## src/rtl/barrel_sched_pkg.sv

```systemverilog
// Shared types and pass-size helpers for the barrel rotate scheduler.
package barrel_sched_pkg;

    typedef enum logic [2:0] {
        IDLE,
        LOAD,
        ROT,
        CAPT,
        RESP
    } state_t;

    localparam int unsigned SEL_W_DEF = 3;
    localparam int unsigned STEP      = 2 ** SEL_W_DEF;

    // Size of the next barrel pass: never more than one full Select range.
    function automatic int unsigned min_step(input int unsigned rem,
                                             input int unsigned step = STEP);
        return (rem < step) ? rem : step;
    endfunction

endpackage

```

## src/rtl/barrel_rr_arb2.sv

```systemverilog
// Two-way round-robin arbiter; the last-granted pointer moves only on an accepted grant.
module barrel_rr_arb2 (
    input  logic       Clock,
    input  logic       Reset,
    input  logic [1:0] valid_i,
    input  logic       accept_i,
    output logic [1:0] grant_o
);

    logic last_q;

    always_comb begin
        grant_o = 2'b00;
        case (valid_i)
            2'b01:   grant_o = 2'b01;
            2'b10:   grant_o = 2'b10;
            2'b11:   grant_o = last_q ? 2'b01 : 2'b10;
            default: grant_o = 2'b00;
        endcase
    end

    // Reset value 1 means "requester 1 went last", so requester 0 wins the first tie.
    always_ff @(posedge Clock or negedge Reset) begin
        if (!Reset) begin
            last_q <= 1'b1;
        end else if (accept_i) begin
            last_q <= grant_o[1];
        end
    end

endmodule

```

## src/rtl/barrel_rotate_sched.sv

```systemverilog
// Schedules rotate-left requests from two requesters onto one shared registered barrel.
// Optional BARREL_SCHED_STATS_EN adds per-requester saturating completion counters.
//
// state | meaning
// IDLE  | waiting for a request; Req_ready carries the arbiter grant
// LOAD  | first pass: barrel loads the latched word and rotates by step
// ROT   | further passes on the barrel's own contents
// CAPT  | barrel output holds the finished word; capture it
// RESP  | response presented until Rsp_ready
module barrel_rotate_sched
    import barrel_sched_pkg::*;
#(
    parameter int DATA_SIZE = 8,
    parameter int SEL_W     = 3,
    parameter int AMT_W     = 6
) (
    input  logic                 Clock,
    input  logic                 Reset,
    input  logic [1:0]           Req_valid,
    output logic [1:0]           Req_ready,
    input  logic [DATA_SIZE-1:0] Req_data_0,
    input  logic [DATA_SIZE-1:0] Req_data_1,
    input  logic [AMT_W-1:0]     Req_amt_0,
    input  logic [AMT_W-1:0]     Req_amt_1,
    output logic                 Rsp_valid,
    input  logic                 Rsp_ready,
    output logic                 Rsp_id,
    output logic [DATA_SIZE-1:0] Rsp_data,
`ifdef BARREL_SCHED_STATS_EN
    output logic [15:0]          Stat_done_0,
    output logic [15:0]          Stat_done_1,
`endif
    output logic                 Br_load,
    output logic [SEL_W-1:0]     Br_select,
    output logic [DATA_SIZE-1:0] Br_data_in,
    input  logic [DATA_SIZE-1:0] Br_data_out
);

    localparam int RW     = $clog2(DATA_SIZE) + 1;
    localparam int STEP_L = 1 << SEL_W;

    state_t               state_q, state_d;
    logic [RW-1:0]        rem_q, rem_d;
    logic [DATA_SIZE-1:0] data_q, data_d;
    logic                 id_q, id_d;
    logic [DATA_SIZE-1:0] rsp_data_q, rsp_data_d;
    logic                 rsp_id_q, rsp_id_d;
    logic [DATA_SIZE-1:0] br_din_q, br_din_d;
    logic                 active_q;

    logic [1:0]           grant;
    logic                 accept;
    logic [DATA_SIZE-1:0] sel_data;
    logic [AMT_W-1:0]     sel_amt;
    logic [RW-1:0]        r_sel;
    int unsigned          step;
    logic [RW-1:0]        step_w;

    // active_q keeps Req_ready low while Reset is asserted, even though the FSM sits in IDLE.
    assign accept   = (state_q == IDLE) && active_q && (grant != 2'b00);
    assign sel_data = grant[1] ? Req_data_1 : Req_data_0;
    assign sel_amt  = grant[1] ? Req_amt_1 : Req_amt_0;
    assign r_sel    = RW'(int'(sel_amt) % DATA_SIZE);
    assign step     = min_step(int'(rem_q), STEP_L);
    assign step_w   = RW'(step);

    barrel_rr_arb2 u_arb (
        .Clock    (Clock),
        .Reset    (Reset),
        .valid_i  (Req_valid),
        .accept_i (accept),
        .grant_o  (grant)
    );

    always_comb begin
        state_d    = state_q;
        rem_d      = rem_q;
        data_d     = data_q;
        id_d       = id_q;
        rsp_data_d = rsp_data_q;
        rsp_id_d   = rsp_id_q;
        br_din_d   = br_din_q;
        Req_ready  = 2'b00;
        Rsp_valid  = 1'b0;
        Br_load    = 1'b0;
        Br_select  = '0;
        Br_data_in = br_din_q;
        case (state_q)
            IDLE: begin
                Req_ready = active_q ? grant : 2'b00;
                if (accept) begin
                    data_d = sel_data;
                    id_d   = grant[1];
                    rem_d  = r_sel;
                    if (r_sel == '0) begin
                        rsp_data_d = sel_data;
                        rsp_id_d   = grant[1];
                        state_d    = RESP;
                    end else begin
                        state_d = LOAD;
                    end
                end
            end
            LOAD: begin
                Br_load    = 1'b1;
                Br_data_in = data_q;
                br_din_d   = data_q;
                Br_select  = SEL_W'(step - 1);
                rem_d      = rem_q - step_w;
                state_d    = (rem_d != '0) ? ROT : CAPT;
            end
            ROT: begin
                Br_select = SEL_W'(step - 1);
                rem_d     = rem_q - step_w;
                state_d   = (rem_d != '0) ? ROT : CAPT;
            end
            CAPT: begin
                rsp_data_d = Br_data_out;
                rsp_id_d   = id_q;
                state_d    = RESP;
            end
            RESP: begin
                Rsp_valid = 1'b1;
                if (Rsp_ready) begin
                    state_d = IDLE;
                end
            end
            default: state_d = IDLE;
        endcase
    end

    always_ff @(posedge Clock or negedge Reset) begin
        if (!Reset) begin
            state_q    <= IDLE;
            rem_q      <= '0;
            data_q     <= '0;
            id_q       <= 1'b0;
            rsp_data_q <= '0;
            rsp_id_q   <= 1'b0;
            br_din_q   <= '0;
            active_q   <= 1'b0;
        end else begin
            state_q    <= state_d;
            rem_q      <= rem_d;
            data_q     <= data_d;
            id_q       <= id_d;
            rsp_data_q <= rsp_data_d;
            rsp_id_q   <= rsp_id_d;
            br_din_q   <= br_din_d;
            active_q   <= 1'b1;
        end
    end

    assign Rsp_data = rsp_data_q;
    assign Rsp_id   = rsp_id_q;

`ifdef BARREL_SCHED_STATS_EN
    logic        rsp_done;
    logic [15:0] done0_q, done1_q;

    assign rsp_done = (state_q == RESP) && Rsp_ready;

    always_ff @(posedge Clock or negedge Reset) begin
        if (!Reset) begin
            done0_q <= '0;
            done1_q <= '0;
        end else if (rsp_done) begin
            if (!rsp_id_q && done0_q != 16'hFFFF) done0_q <= done0_q + 16'd1;
            if (rsp_id_q && done1_q != 16'hFFFF)  done1_q <= done1_q + 16'd1;
        end
    end

    assign Stat_done_0 = done0_q;
    assign Stat_done_1 = done1_q;
`endif

endmodule

```

## config.mk

```make
export PLATFORM = sky130hd
export DESIGN_NAME = barrel_rotate_sched
export DESIGN_NICKNAME = d
export VERILOG_FILES = /design/src/rtl/barrel_sched_pkg.sv /design/src/rtl/barrel_rr_arb2.sv /design/src/rtl/barrel_rotate_sched.sv
export SDC_FILE = /design/constraint.sdc
export NUM_CORES = 1
export LEC_CHECK = 0
export ABC_CLOCK_PERIOD_IN_PS = 2550
export CORE_MARGIN = 5
export CORE_UTILIZATION = 43
export CTS_CLUSTER_DIAMETER = 120
export DETAILED_ROUTE_END_ITERATION = 10
export PLACE_DENSITY = 0.81
export SLEW_MARGIN = 20
export SYNTH_ARGS = -nofsm -noshare
export SYNTH_HDL_FRONTEND = slang
export SYNTH_HIERARCHICAL = 1
export SYNTH_SLANG_ARGS = --single-unit
```

## constraint.sdc

```tcl
create_clock -name Clock -period 2.55 [get_ports Clock]
set_input_delay 0.51 -clock Clock [delete_from_list [all_inputs] [get_ports Clock]]
set_output_delay 0.51 -clock Clock [all_outputs]
set_load 0.03 [all_outputs]
```

# --- After elaboration in Yosys (flattened, before gate mapping) ---
# Cells that the tools add are included.
classes:
  n_addsub: 2
  order_cmp: 1
  n_eq_ne: 10
  n_mux: 24
  n_reduce_logical: 13
op_table:
  columns: ["operator", "count"]
  rows:
  - ["$mux W8", 4]
  - ["$pmux W8 S2", 1]
  - ["$mux W3", 5]
  - ["$pmux W3 S4", 1]
  - ["$mux W4", 2]
  - ["$pmux W4 S2", 1]
  - ["$eq A3 B2 Y1 const B", 2]
  - ["$mux W2", 3]
  - ["$pmux W2 S3", 1]
  - ["$reduce_and A2 Y1", 3]
  - ["$reduce_bool A2 Y1", 3]
  - ["$mux W1", 5]
  - ["$eq A2 B2 Y1 const B", 2]
  - ["$logic_not A4 Y1", 1]
  - ["$lt A4 B4 Y1 const B", 1]
  - ["$ne A2 B2 Y1 const B", 2]
  - ["$reduce_bool A4 Y1", 1]
  - ["$sub A4 B4 Y4", 1]
  - ["$eq A3 B1 Y1 const B", 1]
  - ["$eq A3 B3 Y1 const B", 1]
  - ["$logic_not A3 Y1", 1]
  - ["$reduce_and A3 Y1", 1]
  - ["$sub A3 B1 Y3 const B", 1]
  - ["$eq A2 B1 Y1 const B", 1]
  - ["4 further kinds", 5]
word_totals:
  ff_bits: 35
  input_bits: 41
  output_inout_bits: 24
  wordCells: 59

# --- Logic depth before layout (Yosys ltp) ---
logic_depth:
  depth_word: 7
  mapped_depth: 6
  mapped_depth_nobuf: 6

# --- Hierarchy ---
# The synthesis kept the hierarchy.
by_module_without_submodules:
  columns: ["mod", "instances", "cells_each", "area_per_inst_um2", "seq_area_each_um2"]
  rows:
  - ["barrel_rotate_sched", 1, 141, 1591.5, 850.8]
  - ["barrel_rr_arb2", 1, 5, 63.8, 26.3]

# --- Worst setup path after synthesis ---
# Ideal clock, no wire load.
synth_timing:
  kind: "register to output"
  start: "register rem_q[3]"
  end: "output port Br_select[2]"
  t_arrival_ps: 1536
  required_ps: 2040
  setup_slack_ps: 504
  stages_incl_launch_ff: 6
  path_buffers: 0
  cell_sequence: "dfrtp_1 -> inv_1 -> nand2_1 -> ha_1 -> or3_1 -> a21oi_1"
synth_via:
  elab_chain_len: 4
synth_lines:
  columns: ["element", "line_no", "text"]
  rows:
  - ["from (decl)", "barrel_rotate_sched.sv:43", "logic [RW-1:0] rem_q, rem_d;"]
  - ["from (signal assigned)", "barrel_rotate_sched.sv:144", "rem_q <= rem_d;"]
  - ["$lt A4 B4 Y1", "barrel_sched_pkg.sv:18", "return (rem < step) ? rem : step;"]
  - ["$mux W4", "barrel_sched_pkg.sv:18", null]
  - ["$sub A3 B1 Y3", "barrel_rotate_sched.sv:108, barrel_rotate_sched.sv:113", null]
  - ["$mux W3", null, null]
  - ["to (decl)", "barrel_rotate_sched.sv:34", "output logic [SEL_W-1:0] Br_select,"]
# Every way passes these cells.

# --- Worst setup path after layout ---
layout_timing:
  start: "register state_q[1]"
  end: "output port Rsp_valid"
layout_via:
  elab_chain_len: 2
layout_lines:
  columns: ["element", "line_no", "text"]
  rows:
  - ["from (decl)", "barrel_rotate_sched.sv:42", "state_t state_q, state_d;"]
  - ["from (signal assigned)", "barrel_rotate_sched.sv:143", "state_q <= state_d;"]
  - ["$eq A3 B3 Y1", "barrel_rotate_sched.sv:88", "case (state_q)"]
  - ["$mux W1", "barrel_rotate_sched.sv:88", null]
  - ["to (decl)", "barrel_rotate_sched.sv:25", "output logic Rsp_valid,"]
# Every way passes these cells.

==> run summary <==
outcome: completed
initial core utilization: 44.88%
count of cell types in the netlist: 32
max incr delay on CP: 730 ps
Pleak: 1.114 nW
Synthesized Nets: 188
yosys warns: 6
CP startpoint kind: flop
CP required: 2040 ps
antenna diode count: 0
met3 routed WL: 178 um
placer congestion estimate: 0.7690
die area: 5190 um2
Top delay family on crit path: buffers and inverters
FMAX: 423.3 MHz
cts hold-fix bufs: 0
share of cells above drive strength 1: 20.19%
initial antenna violation count: 0
Die Span Y: 72.05 um
CTS tree: yes
router iterations before antenna repair: 4
Final Net Count: 254
post-layout min period: 2362 ps
chip width: 72.05 um
Vias: 1,325
GR Overflow Total: 0
clock skew: 4.164 ps
Final Hold Fails: 0
FP Rows: 22
first-pass GRT wire length: 6.403 mm
Avg WL per Cell: 14.85 um
clock transition at the registers of the reported paths: 60 ps
vias per cell: 5.077
number of buffers created by CTS: 5
number of global-route vias before repair: 1,430
crit-path cells: buf_4, nor3b_1, clkdlybuf4s50_1
commonest non-fill, non-tap cell in the layout: clkdlybuf4s50_1
Fillers: 303
Ports: 65
post-synthesis sequential area ratio: 52.99%
RSZ-0062 raised after global routing: false
P per Cell Area: 1315 nW/um2
# DRC: 0
Core ar.: 3689 um2
Root Driver: clkbuf_8
crit end category: primary output
Mapped Cells: 146
port bufs: 58
Highest Signal Layer: met4
slowest CP cell: clkdlybuf4s50_1
GRT Util Overall: 15.97%
Initial DRC Count: 70
Hold Path Class: flop to flop
clk_lat worst skew: 280 ps
detailed placer's ending HPWL: 3.146 mm
crit-path max FO: 4
Routed WL: 3.876 mm
Util after Layout: 65.06%
Worst Path Buf+Inv: 2
P&R area growth vs syn: 44.97%
CP arrival: 1850 ps
final setup vio count: 0
Synth Cell Area: 1655 um2
H-tree depth: 2
Synth Register Bits: 35
Clock Sink Count: 35
Clock Tree Buf Depth: 2
M1 WL: 1.532 mm
final worst path period share: 92.65%
final slew viol count: 0
largest net degree at the start of global routing: 36
syn_area_per_cell: 11.34 um2
WL met2: 2.085 mm
most frequent cells in the layout: 44 x clkdlybuf4s50_1, 34 x dfrtp_1, 18 x mux2_2
Crit Path Category: flop to primary output
max cap viols: 0
Routed Antenna Nets: 0
setup tns final: 0 ps
maximum vdd drop: 726.8 uV
-- cell usage after synthesis (all sizes together) --
cell,n,share of area (%)
a21boi,2,1.1
a21o,2,0.91
a21oi,10,3.0
a22oi,1,0.45
and2,1,0.38
buf,4,1.2
clkbuf,2,0.45
conb,1,0.23
dfrtp,34,51
dfstp,1,1.6
ha,1,0.76
inv,9,2.0
mux2,19,13
mux2i,11,6.7
nand2,11,2.5
nand2b,1,0.38
nand3b,1,0.68
nor2,11,2.5
nor3,1,0.30
nor3b,2,0.91
nor4,1,0.38
nor4b,2,2.0
o21ai,12,4.5
o22ai,3,1.1
o31ai,1,0.45
or3,1,0.38
xor2,1,0.53
-- state kept, by name, summed over array words and instances, names as in the netlist --
| name | count |
|---|---|
| Rsp_data | 8 |
| Rsp_id | 1 |
| active_q | 1 |
| br_din_q | 8 |
| data_q | 8 |
| id_q | 1 |
| rem_q | 4 |
| state_q | 3 |
| u_arb/last_q | 1 |
-- routing by layer --
metal,track usage [%],vias to the layer above
li1,-,635
met1,17.75,640
met2,28.47,41
met3,4.294,9
met4,7.098,0
met5,0,-
-- worst register-to-register path, stage by stage, from the launching register on --
cell	delay [ps]
dfrtp_1	390
buf_4	160
nor4b_4	340
o21ai_2	140
o21ai_4	350
mux2_2	380
-- final timing paths --
kind / start / slack, ps / depth (start not counted) / endpoint
hold / removal: data_q[3] / 480 / 2 / data_q[3]
setup / recovery: state_q[1] / 190 / 3 / Rsp_valid
hold reg to reg: data_q[3] / 480 / 2 / data_q[3]
max in group asynchronous: Reset / 1580 / 2 / u_arb/last_q
setup reg to reg: state_q[1] / 680 / 5 / Rsp_data[6]
min in group asynchronous: Reset / 630 / 2 / Rsp_id
-- through the flow --
| stage | hold slack [ps] | power [mW] | setup WS [ps] | instances | instance area, um2 |
|---|---|---|---|---|---|
| after global routing | 521.3 | 3.366 | 93.05 | 261 | 2400 |
| after global placement | 460.7 | 2.797 | 130.5 | 253 | 2313 |
| final | 478.8 | 3.156 | 187.5 | 261 | 2400 |
| after detailed placement | 465.7 | 2.857 | 58.36 | 253 | 2313 |
| after CTS | 479.8 | 3.196 | 19.46 | 261 | 2401 |
| after floorplan | 214.4 | 2.123 | 503.9 | 146 | 1655 |
-- what timing repair did --
| item | in CTS | in global routing |
|---|---|---|
| gates resized for setup | 10 | 3 |
| setup endpoints to repair | 10 | 2 |
| buffers inserted | 0 | 0 |
-- power by group --
part	total, mW	internal, mW	switching, mW
registers	0.950	0.817	0.133
logic	1.78	0.749	1.03
clock network	0.422	0.246	0.176
total	3.16	1.81	1.34
-- cell families after synthesis --
logic type / count (synthesis) / share of synthesized area, %
mux: 30 / 19.80
other cells: 1 / 0.2265
flops: 35 / 52.99
compound gates: 31 / 11.64
simple gates: 32 / 10.36
buf+inv: 15 / 3.704
fa+ha+maj: 1 / 0.7557
xor+xnor: 1 / 0.5292
-- layout make-up --
class,instances,area [um2],share of cell area [%]
Clock buffer,8,100.1,4.171
Multi-Input combinational cell,96,716.9,29.87
Sequential cell,35,877.1,36.55
Timing Repair Buffer,65,611.8,25.50
Tap cell,48,60.06,2.503
Inverter,9,33.78,1.408
Note: power is estimated with default switching activity, not from simulation.
